<file path="config.mk">
export PLATFORM = sky130hd
export DESIGN_NAME = pc_sequencer
export DESIGN_NICKNAME = d
export VERILOG_FILES = /design/src/rtl/pc_sequencer.sv
export SDC_FILE = /design/constraint.sdc
export NUM_CORES = 1
export LEC_CHECK = 0
export BUFFER_PORTS_ARGS = -buffer_cell sky130_fd_sc_hd__clkbuf_2
export CAP_MARGIN = 20
export CORE_ASPECT_RATIO = 1.2
export CORE_MARGIN = 4
export CORE_UTILIZATION = 55
export CTS_BUF_LIST = sky130_fd_sc_hd__clkbuf_8
export CTS_CLUSTER_DIAMETER = 120
export CTS_CLUSTER_SIZE = 30
export DETAILED_ROUTE_END_ITERATION = 16
export GPL_TIMING_DRIVEN = 0
export PLACE_DENSITY = 0.81
export SYNTH_ARGS = -nofsm -noshare
export SYNTH_HDL_FRONTEND = slang
export SYNTH_SLANG_ARGS = --single-unit
</file>
<file path="constraint.sdc">
create_clock -name i_clk -period 4.3 [get_ports i_clk]
set_clock_uncertainty 0.1 [all_clocks]
set_input_delay 1.075 -clock i_clk [delete_from_list [all_inputs] [get_ports i_clk]]
set_output_delay 1.075 -clock i_clk [all_outputs]
set_load 0.005 [all_outputs]
</file>
<file path="src/rtl/pc_sequencer.sv">
// -----------------------------------------------------------------------------
// pc_sequencer
//
// Program-counter sequencer for a simple fetch/execute core. It walks
// IDLE -> FETCH -> EXEC -> FETCH ... and updates the PC once per retired
// instruction. Each instruction ends with a sequential step or a
// register/label/conditional transfer. It stops in HALT on a halt request,
// a fetch timeout or a misaligned target, and only reset leaves HALT.
//
// Handshakes:
//   o_imem_req is held high for the whole FETCH state. The fetch completes on
//   the first cycle in FETCH where i_imem_ack is high. i_imem_ack is ignored in
//   every other state. In EXEC, i_ex_done marks the end of the instruction,
//   and the branch inputs are sampled only in that cycle. i_ex_done is
//   ignored in every other state.
//
// Ports:
//   i_clk, i_rst          clock, synchronous active-high reset
//   i_start               leave IDLE and begin fetching
//   i_halt_req            sticky stop request, honoured at an instruction boundary
//   o_imem_req/o_imem_addr fetch request and address (always equal to o_pc)
//   i_imem_ack            fetch complete
//   i_ex_done             current instruction finished, branch inputs valid
//   i_br_*                branch/jump controls and operands
//   o_pc                  current program counter
//   o_redirect            one-cycle pulse when a taken transfer loaded o_pc
//   o_instr_count         retired-instruction counter (wrapping)
//   o_busy                high in FETCH or EXEC
//   o_state               IDLE=0, FETCH=1, EXEC=2, HALT=3
//   o_mem_err/o_align_err sticky error flags
// -----------------------------------------------------------------------------
module pc_sequencer #(
    parameter logic [31:0] RESET_PC = 32'h0000_0000,
    parameter int          TIMEOUT  = 15
) (
    input  logic        i_clk,
    input  logic        i_rst,
    input  logic        i_start,
    input  logic        i_halt_req,
    output logic        o_imem_req,
    output logic [31:0] o_imem_addr,
    input  logic        i_imem_ack,
    input  logic        i_ex_done,
    input  logic        i_br_valid,
    input  logic        i_br_cond,
    input  logic        i_br_lbl_sel,
    input  logic        i_br_reg_sel,
    input  logic [25:0] i_br_off26,
    input  logic [15:0] i_br_off16,
    input  logic [31:0] i_br_reg_addr,
    output logic [31:0] o_pc,
    output logic        o_redirect,
    output logic [31:0] o_instr_count,
    output logic        o_busy,
    output logic [2:0]  o_state,
    output logic        o_mem_err,
    output logic        o_align_err
);

    typedef enum logic [2:0] {
        S_IDLE  = 3'd0,
        S_FETCH = 3'd1,
        S_EXEC  = 3'd2,
        S_HALT  = 3'd3
    } state_t;

    // The wait counter holds the number of FETCH cycles already spent.
    // The timeout fires in the TIMEOUT-th FETCH cycle, when the count is
    // TIMEOUT-1.
    localparam logic [15:0] WAIT_LAST = 16'(TIMEOUT - 1);

    state_t      r_state;
    logic [31:0] r_pc;
    logic [31:0] r_instr_count;
    logic [15:0] r_wait;
    logic        r_halt_lat;
    logic        r_imem_req;
    logic        r_busy;
    logic        r_redirect;
    logic        r_mem_err;
    logic        r_align_err;

    logic [31:0] w_pc_plus4;
    logic [31:0] w_target;
    logic        w_taken;
    logic        w_misalign;
    logic        w_halt;

    // Next-PC selection. The priority order is register jump, then label
    // jump, then taken conditional branch, then sequential.
    always_comb begin
        w_pc_plus4 = r_pc + 32'd4;
        w_target   = w_pc_plus4;
        w_taken    = 1'b0;
        if (i_br_reg_sel) begin
            w_target = i_br_reg_addr;
            w_taken  = 1'b1;
        end else if (i_br_lbl_sel) begin
            w_target = w_pc_plus4 + {{6{i_br_off26[25]}}, i_br_off26};
            w_taken  = 1'b1;
        end else if (i_br_valid && i_br_cond) begin
            w_target = w_pc_plus4 + {{16{i_br_off16[15]}}, i_br_off16};
            w_taken  = 1'b1;
        end
        w_misalign = (w_target[1:0] != 2'b00);
        // A request arriving this cycle counts as already latched.
        w_halt     = r_halt_lat | i_halt_req;
    end

    always_ff @(posedge i_clk) begin
        if (i_rst) begin
            r_state       <= S_IDLE;
            r_pc          <= RESET_PC;
            r_instr_count <= 32'd0;
            r_wait        <= 16'd0;
            r_halt_lat    <= 1'b0;
            r_imem_req    <= 1'b0;
            r_busy        <= 1'b0;
            r_redirect    <= 1'b0;
            r_mem_err     <= 1'b0;
            r_align_err   <= 1'b0;
        end else begin
            r_redirect <= 1'b0;
            r_halt_lat <= w_halt;
            case (r_state)
                S_IDLE: begin
                    if (w_halt) begin
                        r_state <= S_HALT;
                    end else if (i_start) begin
                        r_state    <= S_FETCH;
                        r_wait     <= 16'd0;
                        r_imem_req <= 1'b1;
                        r_busy     <= 1'b1;
                    end
                end
                S_FETCH: begin
                    // An acknowledge in the timeout cycle still wins.
                    if (i_imem_ack) begin
                        r_state    <= S_EXEC;
                        r_imem_req <= 1'b0;
                    end else if (r_wait >= WAIT_LAST) begin
                        r_state    <= S_HALT;
                        r_mem_err  <= 1'b1;
                        r_imem_req <= 1'b0;
                        r_busy     <= 1'b0;
                    end else begin
                        r_wait <= r_wait + 16'd1;
                    end
                end
                S_EXEC: begin
                    if (i_ex_done) begin
                        if (w_misalign) begin
                            // The PC and the counter are left untouched.
                            r_state     <= S_HALT;
                            r_align_err <= 1'b1;
                            r_busy      <= 1'b0;
                        end else begin
                            r_pc          <= w_target;
                            r_instr_count <= r_instr_count + 32'd1;
                            r_redirect    <= w_taken;
                            if (w_halt) begin
                                r_state <= S_HALT;
                                r_busy  <= 1'b0;
                            end else begin
                                r_state    <= S_FETCH;
                                r_wait     <= 16'd0;
                                r_imem_req <= 1'b1;
                            end
                        end
                    end
                end
                S_HALT: begin
                    r_imem_req <= 1'b0;
                    r_busy     <= 1'b0;
                end
                default: begin
                    r_state    <= S_IDLE;
                    r_imem_req <= 1'b0;
                    r_busy     <= 1'b0;
                end
            endcase
        end
    end

    assign o_imem_req    = r_imem_req;
    assign o_imem_addr   = r_pc;
    assign o_pc          = r_pc;
    assign o_redirect    = r_redirect;
    assign o_instr_count = r_instr_count;
    assign o_busy        = r_busy;
    assign o_state       = r_state;
    assign o_mem_err     = r_mem_err;
    assign o_align_err   = r_align_err;

endmodule

</file>
==> flow_summary.toml <==
[sta]
worst_pin_slew_ns = 0.9230
worst_slack_ns = 0.03721
fmax_mhz = 234.6
rsz0062_at_grt = "true"
hold_slack_ns = 0.3782
slew_headroom = 0.3766
period_share = 0.9913
fin_tns_setup_ns = 0
drv_slew = 0
setup_violations = 0
timing.final.hold_violations = 0
fin_crit_ns = 4.263

[critical_path]
r2r_cells = 15
critPathLaunchType = "flip-flop"
cpPeakStageDelay_ns = 0.42
critical-path-top-delay-family = "compound AO/OA/AOI/OAI gates"
crit_arrival_ns = 4.44
critical_path_class = "reg2reg"
reg2reg_to = "o_imem_addr[30]"
critical_path.cell_chain = "and4_4 -> nand3_2 -> nor2_2 -> xor2_2 -> ha_1 -> clkbuf_1 -> a21o_1 -> o21a_1 -> a2111oi_1 -> o21ai_1 -> a221o_1 -> a21oi_2 -> mux2i_1 -> a21oi_1 -> a221oi_1"
cp-end-kind = "flip-flop"
required_ns = 4.48
cpMaxStageDelayCell = "dfxtp_2"
crit_buf_inv = 1
regToRegStartpoint = "o_imem_addr[7]"
crit_fanout = 8
r2r_setup_slack_ns = 0.04

[cts]
cts_max_path_buffers = 2
cts_tree = "built"
clock-root-buffer = "clkbuf_8"
clock_sinks = 88
htree_levels = 3
insertion_delay_ns = 0.37
clkTransAtPathRegs_ns = 0.09
numCtsBuffers = 9

[yosys]
synthesis.nets = 1309
synth_warnings = 0
synthDominantCellAreaShare = 0.2075
synthesis.area_um2 = 8488
synth_edf_count = 0
seq_area_frac_synth = 0.2075
ys_top_cells_by_count = "nor2_1, a21oi_1, nand2_1"
yosys.cell_count.top_type = "nor2_1"
ys_async_sr_fraction = 0
yosysTopAreaCell = "dfxtp_1"
netlist_instances = 1150
synth_cell_types = 71
ys.flop_type = "dfxtp_1"
avgSynthCellArea_um2 = 7.381
synth-seq-cells = 88
synth_top_cells_by_area = "dfxtp_1, ha_1, a21oi_1, xor2_1, nor2_1"

[hold_path]
hp-start = "o_align_err"
hp-class = "reg2reg"
min_to = "o_align_err"
min_path_cells = 2

[drt]
post_drt_wl_per_cell_um = 19.03
drt_iter0_drc = 928
antenna_left = 0
viasPerCell = 6.138
num_vias = 9576
route.detailed.drc = 0
wl_mm = 29.69
dr.pass1.iters = 6

[floorplanning]
die_area_um2 = 17490
core_area_um2 = 15080
ios = 188
die-width_um = 121.4
start_util = 0.5628
row_count = 49
die_h_um = 144.1

[power_and_ir_drop]
pwr_density_cell_nw_per_um2 = 220.3
max-vdd-ir-drop_uv = 225.3
p_total_uw = 2243
cellLeakagePower_uw = 0.004732

[cells_and_area]
final_layout_size_suffix_gt1_frac = 0.2198
nNetsFinal = 1510
diodes = 0
syn2layout_area_growth_pct = 19.96
post-route-util = 0.6751

[global_route]
grt_max_degree = 24
grt_first_pass_wirelength_mm = 45.47
antenna_found_initial = 0
grt_overflow_total = 0
first_global_vias = 9012
grtUsageTotal = 0.3261

[run]
cap_violations = 0

[placement]
io_buffer_count = 186
pre_cts_ws_ns = -0.4450
gp_congestion = 1.020
dp_hpwl_mm = 23.48

[outcome]
status = "finished clean"
==> worst register-to-register path, delay by kind of cell (launching register included) <==
kind / cells / cell delay (ns)
compound gates: 8 / 1.95
simple gates: 3 / 0.63
flops: 1 / 0.42
mux: 1 / 0.32
fa+ha+maj: 1 / 0.29
xor+xnor: 1 / 0.28
buf+inv: 1 / 0.20
==> power by group <==
group	total, uW	switching [uW]	internal (uW)
clock network	715	310	405
registers	865	33.0	832
logic	664	405	258
==> cells in the final DEF (no fill, tap or decap), drive strengths merged, types with 5 or more instances in the layout <==
master  instances
clkbuf        237
nor2          128
a21oi         105
nand2         100
dfxtp          88
ha             73
xor2           57
o21ai          56
buf            49
xnor2          48
nand3          42
nor3           41
a21o           40
a211oi         28
inv            28
nand4          24
and2           19
and3           18
a31oi          17
nand2b         15
o211ai         12
o21bai         10
or3             9
and4            9
nor4            8
a211o           7
a221oi          7
a22oi           6
o31ai           6
o21a            5
mux2i           5
==> how the worst max path moves through the flow <==
stage | startpoint | slack, ns | endpoint | cells after the start
5_1_grt | o_imem_addr[7] | -0.17 | o_imem_addr[30] | 15
3_5_place_dp | o_imem_addr[7] | -0.45 | o_imem_addr[30] | 16
6_report | o_imem_addr[7] | 0.04 | o_imem_addr[30] | 15
3_3_place_gp | o_imem_addr[4] | -0.40 | o_imem_addr[30] | 16
2_1_floorplan | o_imem_addr[4] | 0.49 | o_imem_addr[30] | 16
4_1_cts | o_imem_addr[7] | 0.005 | o_imem_addr[30] | 15
==> per-stage QoR <==
stage                     cells  area, um2
final                      1560      10180
after global routing       1560      10180
after CTS                  1560      10020
after detailed placement   1540       9674
after global placement     1540       9674
after floorplan            1150       8488
==> logic make-up (layout without fill, tap and decap cells) <==
| kind of cell | count (synthesis) | after routing | synth area share |
|---|---|---|---|
| simple gates | 428 | 428 | 0.2409 |
| compound gates | 333 | 333 | 0.2571 |
| buf+inv | 113 | 319 | 0.06486 |
| xor+xnor | 105 | 105 | 0.1083 |
| flops | 88 | 88 | 0.2075 |
| fa+ha+maj | 75 | 75 | 0.1123 |
| mux | 7 | 7 | 0.008550 |
| other cells | 1 | 1 | 0.0004418 |
==> registers in the layout, summed over array words and instances (netlist names) <==
signal         cells
o_imem_addr       32
o_instr_count     32
r_wait            16
o_state            2
o_align_err        1
o_busy             1
o_imem_req         1
o_mem_err          1
o_redirect         1
r_halt_lat         1
==> final cells by class <==
class                           instances  area (um2)
Inverter                               27       101.3
Fill cell                            1369        4900
Sequential cell                        88        1782
Clock buffer                           10       137.6
Multi-Input combinational cell        949        6370
Timing Repair Buffer                  193       983.4
Buffer                                 83       437.9
Clock inverter                          6       115.1
Tap cell                              204       255.2
==> per-layer routing <==
metal / part of all wire / up-vias / GRT usage
met2: 0.48 / 567 / 0.5639
met1: 0.37 / 4319 / 0.3795
met5: 0 / - / 0
met3: 0.090 / 135 / 0.05712
li1: - / 4555 / -
met4: 0.062 / 0 / 0.1864
==> repair_timing <==
item / 4_1_cts / 5_1_grt
buffers inserted: 5 / 2
cloned: 0 / 0
hold buffers: 0 / 0
endpoints found under the setup margin: 9 / 22
resized for setup: 16 / 34
pin swaps: 1 / 1
Power figures use the tool's default switching activity.
